`config.mk`:
```
export PLATFORM = sky130hd
export DESIGN_NAME = master_req_tracker
export DESIGN_NICKNAME = d
export VERILOG_FILES = /design/src/rtl/bus_pkg.sv /design/src/rtl/req_timeout_cnt.sv /design/src/rtl/master_req_tracker.sv
export SDC_FILE = /design/constraint.sdc
export NUM_CORES = 1
export LEC_CHECK = 0
export ABC_AREA = 1
export BUFFER_PORTS_ARGS = -buffer_cell sky130_fd_sc_hd__buf_4
export CORE_ASPECT_RATIO = 0.75
export CORE_MARGIN = 4
export CORE_UTILIZATION = 41
export DETAILED_ROUTE_END_ITERATION = 12
export PLACE_DENSITY = 0.72
export SETUP_SLACK_MARGIN = 0.4
export SLEW_MARGIN = 20
export SYNTH_ARGS = -nofsm -noshare
export SYNTH_HDL_FRONTEND = slang
export SYNTH_HIERARCHICAL = 1
export SYNTH_SLANG_ARGS = --single-unit
```
`constraint.sdc`:
```
create_clock -name clk -period 2.03 [get_ports clk]
set_clock_uncertainty 0.15 [all_clocks]
set_input_delay 0.203 -clock clk [delete_from_list [all_inputs] [get_ports clk]]
set_output_delay 0.203 -clock clk [all_outputs]
set_load 0.05 [all_outputs]
```
`src/rtl/bus_pkg.sv`:
```
// Shared definitions for the two-master / two-slave bus: request state codes
// (also decoded by the slave ack arbiters) and default bus widths.
package bus_pkg;

    localparam int AW_DEF    = 32;
    localparam int DW_DEF    = 32;
    localparam int TO_CNT_W  = 8;

    typedef enum logic [1:0] {
        NO_REQ = 2'd0,
        WAIT   = 2'd1,
        W_ACK  = 2'd2,
        W_DATA = 2'd3
    } req_state_e;

endpackage

```
`src/rtl/req_timeout_cnt.sv`:
```
// Saturating wait-cycle counter; expired is high while the count equals TIMEOUT.
module req_timeout_cnt
    import bus_pkg::*;
#(
    parameter int TIMEOUT = 255
) (
    input  logic clk,
    input  logic rst_n,
    input  logic clr,
    input  logic en,
    output logic expired
);

    localparam logic [TO_CNT_W-1:0] LIMIT   = TO_CNT_W'(TIMEOUT);
    localparam logic [TO_CNT_W-1:0] CNT_MAX = '1;

    logic [TO_CNT_W-1:0] cnt_q;
    logic [TO_CNT_W-1:0] cnt_d;

    always_comb begin
        cnt_d = cnt_q;
        if (clr) begin
            cnt_d = '0;
        end else if (en && (cnt_q != CNT_MAX)) begin
            cnt_d = cnt_q + 1'b1;
        end
    end

    always_ff @(posedge clk) begin
        if (!rst_n) begin
            cnt_q <= '0;
        end else begin
            cnt_q <= cnt_d;
        end
    end

    assign expired = (cnt_q == LIMIT);

endmodule

```
`src/rtl/master_req_tracker.sv`:
```
// Per-master request tracker: latches a master transaction, presents it to the
// selected slave's arbiter and returns ack / read response / timeout error.
module master_req_tracker
    import bus_pkg::*;
#(
    parameter int AW      = AW_DEF,
    parameter int DW      = DW_DEF,
    parameter int TIMEOUT = 255
) (
    input  logic          clk,
    input  logic          rst_n,
    input  logic          master_req,
    input  logic          master_cmd,
    input  logic [AW-1:0] master_addr,
    input  logic [DW-1:0] master_wdata,
    output logic          master_ack,
    output logic          master_resp,
    output logic [DW-1:0] master_rdata,
    output logic          master_err,
    input  logic [1:0]    slave_busy,
    input  logic          ack_in,
    input  logic          resp_in,
    input  logic [DW-1:0] rdata_in,
    output logic          sfor,
    output logic [1:0]    req_stat,
    output logic [AW-1:0] slave_addr,
    output logic          slave_cmd,
    output logic [DW-1:0] slave_wdata
);

    req_state_e    state_q, state_d;
    logic          ack_q, ack_d;
    logic          resp_q, resp_d;
    logic          err_q, err_d;
    logic          sfor_q, sfor_d;
    logic [AW-1:0] addr_q, addr_d;
    logic          cmd_q, cmd_d;
    logic [DW-1:0] wdata_q, wdata_d;
    logic [DW-1:0] rdata_q, rdata_d;
    logic          latch_req;
    logic          capture_rdata;
    logic          cnt_clr;
    logic          cnt_en;
    logic          expired;

    req_timeout_cnt #(
        .TIMEOUT (TIMEOUT)
    ) u_timeout (
        .clk     (clk),
        .rst_n   (rst_n),
        .clr     (cnt_clr),
        .en      (cnt_en),
        .expired (expired)
    );

    // An exit event is checked before the timeout so a late ack/resp still wins.
    always_comb begin
        state_d       = state_q;
        ack_d         = 1'b0;
        resp_d        = 1'b0;
        err_d         = 1'b0;
        latch_req     = 1'b0;
        capture_rdata = 1'b0;
        case (state_q)
            NO_REQ: begin
                if (master_req) begin
                    latch_req = 1'b1;
                    state_d   = WAIT;
                end
            end
            WAIT: begin
                if (!slave_busy[sfor_q]) begin
                    state_d = W_ACK;
                end
            end
            W_ACK: begin
                if (ack_in) begin
                    ack_d   = 1'b1;
                    state_d = cmd_q ? NO_REQ : W_DATA;
                end else if (expired) begin
                    err_d   = 1'b1;
                    state_d = NO_REQ;
                end
            end
            W_DATA: begin
                if (resp_in) begin
                    resp_d        = 1'b1;
                    capture_rdata = 1'b1;
                    state_d       = NO_REQ;
                end else if (expired) begin
                    err_d   = 1'b1;
                    state_d = NO_REQ;
                end
            end
            default: state_d = NO_REQ;
        endcase
    end

    assign cnt_clr = (state_d != state_q);
    assign cnt_en  = (state_q == W_ACK) || (state_q == W_DATA);

    always_ff @(posedge clk) begin
        if (!rst_n) begin
            state_q <= NO_REQ;
            ack_q   <= 1'b0;
            resp_q  <= 1'b0;
            err_q   <= 1'b0;
        end else begin
            state_q <= state_d;
            ack_q   <= ack_d;
            resp_q  <= resp_d;
            err_q   <= err_d;
        end
    end

    // Request fields only load in NO_REQ, so they stay stable for the whole transaction.
    always_comb begin
        sfor_d  = latch_req ? master_addr[AW-1] : sfor_q;
        addr_d  = latch_req ? master_addr : addr_q;
        cmd_d   = latch_req ? master_cmd : cmd_q;
        wdata_d = latch_req ? master_wdata : wdata_q;
        rdata_d = capture_rdata ? rdata_in : rdata_q;
    end

    always_ff @(posedge clk) begin
        if (!rst_n) begin
            sfor_q  <= 1'b0;
            addr_q  <= '0;
            cmd_q   <= 1'b0;
            wdata_q <= '0;
            rdata_q <= '0;
        end else begin
            sfor_q  <= sfor_d;
            addr_q  <= addr_d;
            cmd_q   <= cmd_d;
            wdata_q <= wdata_d;
            rdata_q <= rdata_d;
        end
    end

    assign master_ack   = ack_q;
    assign master_resp  = resp_q;
    assign master_err   = err_q;
    assign master_rdata = rdata_q;
    assign sfor         = sfor_q;
    assign req_stat     = state_q;
    assign slave_addr   = addr_q;
    assign slave_cmd    = cmd_q;
    assign slave_wdata  = wdata_q;

endmodule

```
==> impl_metrics.csv, run 1 <==
group,metric,value,unit
die,rows,31,
setup_path,cp.required,2.16,ns
sta,maxSlewViolCount,0,
global_routing,grt_pass1_wl,21700,um
clock_tree,cts_buffer_depth,2,
global_routing,grt_pass1_vias,4599,
global_routing,grt_overflow,0,
global_routing,antenna_found_initial,0,
yosys,yosys_warnings,6,
layout,final_nets,930,
placed_design,gp_congestion,0.808,
placed_design,dp_cells,848,
yosys,syn_avg_cell_area,7.83,um2
placed_design,hpwl,8370,um
route,vias,4569,
setup_path,reg2reg_depth,15,
yosys,ys_ff_latch,110,
sta,setup_viol,0,
route,first_iter_violations,256,
clock_tree,htreeDepth,3,
status,status,"complete, no violations",
power,leakage,3.24,nW
power,p_total,0.00577,W
die,ios,207,
sta,rsz0062_at_grt,"yes",
setup_path,critPathCaptureType,"register",
clock_tree,cts.reportedPaths.clkPinSlew,0.07,ns
setup_path,crit_type,"register to register",
placed_design,port_buffers,206,
yosys,synth.distinct_cells,27,
layout,syn_to_final_growth,67.3,%
route,ant_nets,0,
global_routing,grtUsageTotal,22.2,%
yosys,netlist.area_leader.share,52.1,%
setup_path,worstPathArrival,2.00,ns
route,via_per_inst,4.75,
layout,drive_above_1_share,31.2,%
clock_tree,cts_buffers,9,
yosys,syn_area,4230,um2
layout,diodes,0,
global_routing,grt_max_degree,67,
sta,timing.fmax,534,MHz
clock_tree,tritoncts,"yes",
route,wire_per_inst,14.3,um
route,drc,0,
clock_tree,insertion_delay,0.34,ns
yosys,synth_top_area_cell,"dfxtp_1",
layout,instances_no_fill,962,
sta,hold_viol,0,
sta,slew_headroom,68.2,%
sta,min_period,1.87,ns
route,dr.pass1.iters,4,
job,cap_violations,0,
yosys,synth-seq-area-share,52.1,%
sta,worstMarginPinSlew,0.476,ns
setup_path,crit_fanout,8,
sta,fin_crit_sh,92.3,%
die,dieArea,12000,um2
clock_tree,root_buffer,"clkbuf_16",
setup_path,cp-start-kind,"register",
power,power_density,816,nW/um2
die,die_w,125,um
die,die-height,95.9,um
die,core,9850,um2
yosys,synth_area_leaders,"dfxtp_1, nor2_1, o21ai_0, a21oi_1, inv_1",
hold_path,hold_depth,3,
route,wirelength,13700,um
yosys,syn_nets,645,
yosys,netlist_instances,540,
die,start_util,42.9,%
hold_path,hold_path.class,"input port to register",
power,peakVddDrop,586,uV
sta,setup_tns,0,ns
clock_tree,cts_sinks,110,
## Yosys cell counts
cell      number
nand2_2        1
nand3_1        8
nand3_4        1
dfxtp_1      110
nand3_2        3
nand4_1        3
ha_1           1
buf_1          1
nor2_8         2
clkbuf_2       2
inv_2          5
a21oi_1       40
buf_8          3
nor2_4         1
nor2_1       143
buf_6          8
clkbuf_1       8
buf_4          6
nor3_1         1
o21ai_1       20
buf_2          7
clkinv_1       1
nor2_2         2
inv_1         49
a31oi_1        1
o21ai_0       79
nand2_1       34
## per-layer routing
| metal | up-vias | GRT usage [%] | part of all wire, % |
|---|---|---|---|
| met5 | - | 0 | 0 |
| met4 | 0 | 9.93 | 3.5 |
| met3 | 39 | 7.43 | 7.7 |
| met2 | 183 | 40.5 | 50 |
| met1 | 2069 | 23.8 | 39 |
| li1 | 2278 | - | - |
## final timing paths
kind / start / slack, ns / endpoint
worst max-delay path: u_timeout/cnt_q[0]$_SDFFE_PP0P_ / 0.16 / u_timeout/cnt_q[5]$_SDFFE_PP0P_
worst min-delay path: rdata_in[29] / 0.002 / master_rdata[29]$_SDFFE_PN0P_
worst max register to register: u_timeout/cnt_q[0]$_SDFFE_PP0P_ / 0.16 / u_timeout/cnt_q[5]$_SDFFE_PP0P_
worst min register to register: master_rdata[17]$_SDFFE_PN0P_ / 0.30 / master_rdata[17]$_SDFFE_PN0P_
## kinds of logic after synthesis
logic type      synth area share (%)
compound gates                  16.6
fa+ha+maj                      0.296
flops                           52.1
simple gates                    20.0
buf+inv                         11.0
## registers in the layout (all words and copies together) (netlist names)
signal,cells
master_rdata,32
slave_wdata,32
slave_addr,31
u_timeout/cnt_q,8
req_stat,2
master_ack,1
master_err,1
master_resp,1
sfor,1
slave_cmd,1
## cell type report
class | count | area [um2]
Fill cell | 721 | 2780
Clock inverter | 3 | 42.5
Inverter | 55 | 206
Tap cell | 132 | 165
Timing Repair Buffer | 309 | 2590
Clock buffer | 13 | 260
Sequential cell | 110 | 2210
Multi-Input combinational cell | 340 | 1590
## power by group
| group | total (W) | switching [W] | internal (W) |
|---|---|---|---|
| combinational | 0.00158 | 0.000983 | 0.000595 |
| clock | 0.00178 | 0.000759 | 0.00102 |
| sequential | 0.00241 | 0.0000983 | 0.00231 |
| total | 0.00577 | 0.00184 | 0.00393 |
## stage by stage
step                hold slack [ns]  worst slack (ns)  utilization, %  area, um2
global route                 0.0204           -0.0211            71.8       7070
detailed placement            0.285             0.145            58.8       5800
floorplan                     0.198             0.207               -       4260
CTS                        0.000180             0.235            71.6       7060
global placement              0.280             0.238            58.8       5800
finish                      0.00150             0.156            71.8       7070
## cell usage in the layout, fill, tap and decap left out, types with 2 or more instances in the layout
| cell type | instances |
|---|---|
| buf_4 | 216 |
| nor2_1 | 143 |
| dfxtp_1 | 105 |
| dlygate4sd3_1 | 89 |
| o21ai_0 | 78 |
| inv_1 | 48 |
| a21oi_1 | 39 |
| nand2_1 | 32 |
| o21ai_1 | 21 |
| clkbuf_16 | 9 |
| nand3_1 | 8 |
| inv_2 | 6 |
| buf_12 | 4 |
| nand4_1 | 3 |
| nand3_2 | 3 |
| dfxtp_2 | 3 |
| nand2_2 | 2 |
| clkbuf_1 | 2 |
| clkbuf_8 | 2 |
| nor2_4 | 2 |
| nor2_8 | 2 |
| dfxtp_4 | 2 |
## worst max-delay path, cell delays in order (launching register included)
cell and delay, ns:
dfxtp_4 0.36, ha_4 0.15, nand2_4 0.06, nor2_4 0.09
nand2_2 0.06, inv_2 0.06, inv_2 0.03, nand2_1 0.05
nand2_1 0.05, nand2_1 0.07, nand4_1 0.11, nand2_1 0.13
nand2_2 0.09, nor2_8 0.14, nand2_1 0.09, a21oi_2 0.10
## repair_timing
action                                  in CTS  in global routing
cloned                                       0                  0
endpoints found under the hold margin       89                  0
setup buffers                                8                  1
pin swaps                                   12                  8
hold buffers                                89                  0
gates resized for setup                      4                  2
endpoints found under the setup margin       8                  9
Note: power is estimated with default switching activity, not from simulation.
==> run 2: changes to the inputs <==
- CORE_MARGIN: 4 -> 2
- HOLD_SLACK_MARGIN: default -> 0.15
==> impl_metrics.csv, run 2 (synthesis gave the netlist of run 1 again) <==
group,metric,value,unit
die,ios,207,
status,status,"complete, no violations",
route,ant_nets,0,
placed_design,dpl_worst_slack,0.146,ns
setup_path,critPathCaptureType,"register",
hold_path,hold_path.class,"input port to register",
sta,finalWorstSetupSlack,0.239,ns
power,power_density,791,nW/um2
sta,maxSlewViolCount,0,
clock_tree,root_buffer,"clkbuf_16",
clock_tree,cts.reportedPaths.clkPinSlew,0.07,ns
layout,final_nets,942,
power,p_int,0.00381,W
power,peakVddDrop,515,uV
route,wire_per_inst,13.8,um
global_routing,grt_max_degree,67,
layout,seq_area,2210,um2
power,pwr-share-clk,29.6,%
global_routing,grtUsageTotal,24.0,%
job,cap_violations,0,
layout,multi_input_area,1590,um2
global_routing,grt_pass1_vias,4716,
sta,min_period,1.79,ns
die,dieArea,11100,um2
layout,syn_to_final_growth,69.5,%
global_routing,antenna_found_initial,0,
placed_design,dpl_cell_area,5780,um2
setup_path,crit_buf_inv,2,
clock_tree,insertion_delay,0.34,ns
sta,hold_viol,0,
layout,stdcell_area,7170,um2
route,vias,4658,
sta,holdWs,0.186,ns
sta,setup_tns,0,ns
setup_path,crit_type,"register to register",
power,p_total,0.00567,W
setup_path,cp-start-kind,"register",
route,via_per_inst,4.76,
sta,fin_crit_sh,88.2,%
die,rows,32,
setup_path,max_stage_delay,0.36,ns
clock_tree,cts_buffers,9,
clock_tree,cts_sinks,110,
route,first_iter_violations,249,
die,start_util,41.6,%
global_routing,grt_pass1_wl,21500,um
die,die-height,91.9,um
setup_path,path_cells,"ha_4 -> nand2_4 -> nor2_4 -> nand2_2 -> inv_2 -> inv_2 -> nand2_1 -> nand2_1 -> nand2_1 -> nand4_1 -> nand2_1 -> nand2_2 -> nor2_8 -> nand2_1 -> nor2_1",
sta,timing.fmax,558,MHz
sta,slew_headroom,67.9,%
setup_path,crit_fanout,8,
layout,drive_above_1_share,31.1,%
sta,setup_viol,0,
route,drc,0,
setup_path,worstPathArrival,1.92,ns
die,die_w,121,um
setup_path,cp.required,2.16,ns
route,wirelength,13500,um
clock_tree,htreeDepth,3,
setup_path,crit_family,"simple AND/OR/NAND/NOR gates",
placed_design,port_buffers,206,
placed_design,gp_congestion,0.793,
layout,diodes,0,
power,p_sw,0.00186,W
power,swShare,32.8,%
layout,fillers,734,
sta,worstMarginPinSlew,0.481,ns
route,dr.pass1.iters,4,
layout,layout_common_cells,"buf_4, nor2_1, dfxtp_1",
global_routing,grt_overflow,0,
power,p_comb_share,27.9,%
clock_tree,tritoncts,"yes",
clock_tree,cts_buffer_depth,2,
layout,final_common_cell,"buf_4",
setup_path,critPathSlowestCell,"dfxtp_2",
placed_design,hpwl,7990,um
die,core,10200,um2
power,pwr-share-seq,42.5,%
setup_path,cpMostUsedCell,"nand2_1",
sta,rsz0062_at_grt,"yes",
power,leakage,3.28,nW
-- run 2: changes by cell type in the layout (fill, tap and decap cells not counted), moves of 2 or more --
cell	before	now
dlygate4sd3_1	89	102
clkbuf_1	2	0
dfxtp_2	3	5
buf_12	4	2
-- run 2: worst paths after layout --
| check | start | endpoint | slack, ns | cells after the start |
|---|---|---|---|---|
| setup / recovery | u_timeout/cnt_q[1]$_SDFFE_PP0P_ | u_timeout/cnt_q[6]$_SDFFE_PP0P_ | 0.24 | 15 |
| hold / removal | rst_n | master_rdata[2]$_SDFFE_PN0P_ | 0.19 | 3 |
| setup reg to reg | u_timeout/cnt_q[1]$_SDFFE_PP0P_ | u_timeout/cnt_q[6]$_SDFFE_PP0P_ | 0.24 | 15 |
| hold reg to reg | master_rdata[20]$_SDFFE_PN0P_ | master_rdata[20]$_SDFFE_PN0P_ | 0.30 | 2 |
-- run 2: area by class of cell --
cell class | instances | area share (%)
multi-input combinational | 340 | 22.2
inverter | 55 | 2.88
tap | 136 | 2.37
clock buffer | 11 | 3.53
sequential | 110 | 30.9
timing repair buffer | 321 | 37.7
clock inverter | 5 | 0.471
-- run 2: routing by layer --
| metal | up-vias | routed length [um] | GRT usage (%) |
|---|---|---|---|
| li1 | 2302 | - | - |
| met1 | 2128 | 5220 | 25.9 |
| met2 | 193 | 6830 | 42.9 |
| met3 | 35 | 1040 | 7.96 |
| met4 | 0 | 418 | 10.2 |
| met5 | - | 0 | 0 |
-- run 2: worst reg2reg max path: cells and delay by family (launching register included) --
kind / cells / cell delay (ns)
fa+ha+maj: 1 / 0.15
buf+inv: 2 / 0.11
simple gates: 12 / 0.97
flops: 1 / 0.36
-- run 2: stage by stage --
| stage | instances | utilization (%) |
|---|---|---|
| 2_1_floorplan | 540 | - |
| 3_3_place_gp | 853 | 56.9 |
| 3_5_place_dp | 853 | 56.9 |
| 4_1_cts | 977 | 70.2 |
| 5_1_grt | 978 | 70.5 |
| 6_report | 978 | 70.5 |
-- run 2: power by group through the flow --
stage | registers, W | logic, W | clock network (W)
after CTS | 0.00241 | 0.00155 | 0.00173
after global placement | 0.00245 | 0.00137 | 0
final | 0.00241 | 0.00158 | 0.00168
after detailed placement | 0.00246 | 0.00138 | 0
after global routing | 0.00243 | 0.00169 | 0.00181
after floorplan | 0.00298 | 0.000409 | 0
-- run 2: repair_timing --
action / 4_1_cts / 5_1_grt
gates cloned: 0 / 0
pin swaps: 10 / 9
hold buffers: 102 / 0
buffers inserted: 6 / 1
gates resized for setup: 2 / 8
hold endpoints to repair: 100 / 0
endpoints found under the setup margin: 8 / 73
==> run 3: changes to the inputs <==
- CELL_PAD_IN_SITES_DETAIL_PLACEMENT: default -> 0
- CELL_PAD_IN_SITES_GLOBAL_PLACEMENT: default -> 2
- CORE_UTILIZATION: 41 -> 22
- PLACE_DENSITY: 0.72 -> 0.73
==> impl_metrics.csv, run 3 (synthesis gave the netlist of run 1 again) <==
group,metric,value,unit
status,status,"complete, no violations",
clock_tree,tritoncts,"yes",
setup_path,timing.rr.start,"u_timeout/cnt_q[0]$_SDFFE_PP0P_",
setup_path,crit_fanout,8,
sta,setup_viol,0,
setup_path,critPathLaunch,"u_timeout/cnt_q[0]$_SDFFE_PP0P_",
setup_path,critPathSlowestCell,"dfxtp_4",
power,pwr-share-seq,41.4,%
clock_tree,cts_buffers,9,
setup_path,cp.depth,15,
clock_tree,htreeDepth,3,
setup_path,crit_end,"u_timeout/cnt_q[7]$_SDFFE_PP0P_",
route,vias,4386,
job,cap_violations,0,
global_routing,antenna_found_initial,0,
sta,worstMarginPinSlew,0.491,ns
layout,stdcell_area,7370,um2
die,die-height,124,um
layout,syn_to_final_growth,74.2,%
setup_path,rrSetupSlack,0.25,ns
placed_design,gp_congestion,0.758,
die,rows,43,
clock_tree,cts_sinks,110,
route,drc,0,
power,p_comb_share,27.4,%
placed_design,port_buffers,206,
placed_design,dp_cells,964,
route,wire_per_inst,12.4,um
layout,final_nets,945,
setup_path,max_stage_delay,0.36,ns
power,swShare,32.6,%
power,p_int,0.00392,W
die,core,18700,um2
setup_path,crit_family,"simple AND/OR/NAND/NOR gates",
power,pwr-share-clk,31.2,%
route,dr.pass1.iters,4,
clock_tree,cts_buffer_depth,2,
setup_path,worstPathArrival,1.92,ns
sta,maxSlewViolCount,0,
route,wirelength,13600,um
placed_design,dpl_cell_area,5920,um2
die,die_w,164,um
sta,hold_viol,0,
layout,drive_above_1_share,31.7,%
clock_tree,cts.reportedPaths.clkPinSlew,0.07,ns
setup_path,critPathCaptureType,"register",
global_routing,grtUsageTotal,13.0,%
route,first_iter_violations,245,
route,ant_nets,0,
global_routing,grt_pass1_vias,4284,
die,ios,207,
setup_path,crit_buf_inv,2,
clock_tree,root_buffer,"clkbuf_16",
sta,holdWs,0.207,ns
setup_path,path_cells,"ha_4 -> nand2_4 -> nor2_4 -> nand2_2 -> inv_2 -> inv_2 -> nand2_1 -> nand2_1 -> nand2_1 -> nand4_1 -> nand2_1 -> nand2_2 -> nor2_8 -> nand2_1 -> nor2_1",
setup_path,crit_type,"register to register",
route,via_per_inst,4.02,
layout,fillers,1888,
die,start_util,22.6,%
layout,diodes,0,
global_routing,grt_max_degree,67,
setup_path,reg2reg_depth,15,
hold_path,hold_path.class,"input port to register",
global_routing,grt_pass1_wl,21000,um
global_routing,grt_overflow,0,
sta,min_period,1.78,ns
clock_tree,insertion_delay,0.35,ns
power,peakVddDrop,350,uV
sta,rsz0062_at_grt,"yes",
power,power_density,789,nW/um2
setup_path,cp.required,2.17,ns
sta,setup_tns,0,ns
setup_path,r2r_end,"u_timeout/cnt_q[7]$_SDFFE_PP0P_",
setup_path,cpMostUsedCell,"nand2_1",
sta,slew_headroom,67.2,%
setup_path,cp-start-kind,"register",
sta,timing.fmax,563,MHz
placed_design,hpwl,9030,um
layout,fin_util,39.5,%
layout,instances_no_fill,1092,
layout,final_common_cell,"buf_4",
sta,fin_crit_sh,87.6,%
layout,layout_common_cells,"buf_4, nor2_1, dlygate4sd3_1, dfxtp_1, o21ai_0",
die,dieArea,20400,um2
power,p_sw,0.00189,W
power,leakage,3.30,nW
[run 3: cell types whose count changed in the layout (fill, tap and decap cells not counted), sizes merged]
cell | previous run | this run
buf | 219 | 220
bufinv | 0 | 1
clkbuf | 11 | 12
clkinv | 4 | 3
clkinvlp | 2 | 1
dlygate4sd3 | 102 | 103
inv | 54 | 55
[run 3: tightest hold or removal path, cell delays in order]
cell and delay (ns):
buf_4 0.11, inv_1 0.08, o21ai_1 0.08, nand2_1 0.09
a31oi_1 0.09
[run 3: metal layers]
layer | routed length, um | vias up | GRT usage (%)
li1 | - | 2307 | -
met1 | 6150 | 1933 | 16.1
met2 | 6320 | 131 | 21.1
met3 | 978 | 15 | 4.70
met4 | 151 | 0 | 4.00
met5 | 0 | - | 0
[run 3: what timing repair did]
action / 4_1_cts / 5_1_grt
hold buffers: 103 / 0
pin swaps: 11 / 6
gates resized for setup: 5 / 13
buffers inserted: 8 / 1
hold endpoints to repair: 100 / 0
endpoints found under the setup margin: 72 / 32
[run 3: power by group through the flow]
stage	combinational, W	clock, W	sequential (W)
floorplan	0.000409	0	0.00298
finish	0.00159	0.00181	0.00240
global route	0.00171	0.00198	0.00242
CTS	0.00159	0.00190	0.00240
detailed placement	0.00141	0	0.00246
global placement	0.00140	0	0.00245
[run 3: final cells by class]
| class | count | area (um2) | share of cell area, % |
|---|---|---|---|
| inverters | 55 | 211 | 2.87 |
| clock inverters | 5 | 56.3 | 0.764 |
| repair buffers | 324 | 2730 | 37.0 |
| well taps | 247 | 309 | 4.20 |
| multi-input cells | 340 | 1600 | 21.8 |
| flip-flops and latches | 110 | 2210 | 30.0 |
| clock buffers | 11 | 243 | 3.30 |
[run 3: worst min path at each step]
stage                                        from                             to  slack, ns  cells after the start
floorplan                        master_wdata[22]   slave_wdata[22]$_SDFFE_PN0P_       0.20                      2
global route                               ack_in         req_stat[1]$_SDFF_PN0_       0.25                      5
detailed placement   master_rdata[4]$_SDFFE_PN0P_   master_rdata[4]$_SDFFE_PN0P_       0.29                      2
CTS                                        ack_in         req_stat[1]$_SDFF_PN0_       0.16                      5
finish                                     ack_in         req_stat[1]$_SDFF_PN0_       0.21                      5
global placement    master_rdata[22]$_SDFFE_PN0P_  master_rdata[22]$_SDFFE_PN0P_       0.28                      2
[run 3: per-stage QoR]
step	setup WS, ns	power [W]
floorplan	0.207	0.00339
finish	0.252	0.00581
CTS	0.233	0.00589
global placement	0.199	0.00385
detailed placement	0.150	0.00386
global route	0.0587	0.00611
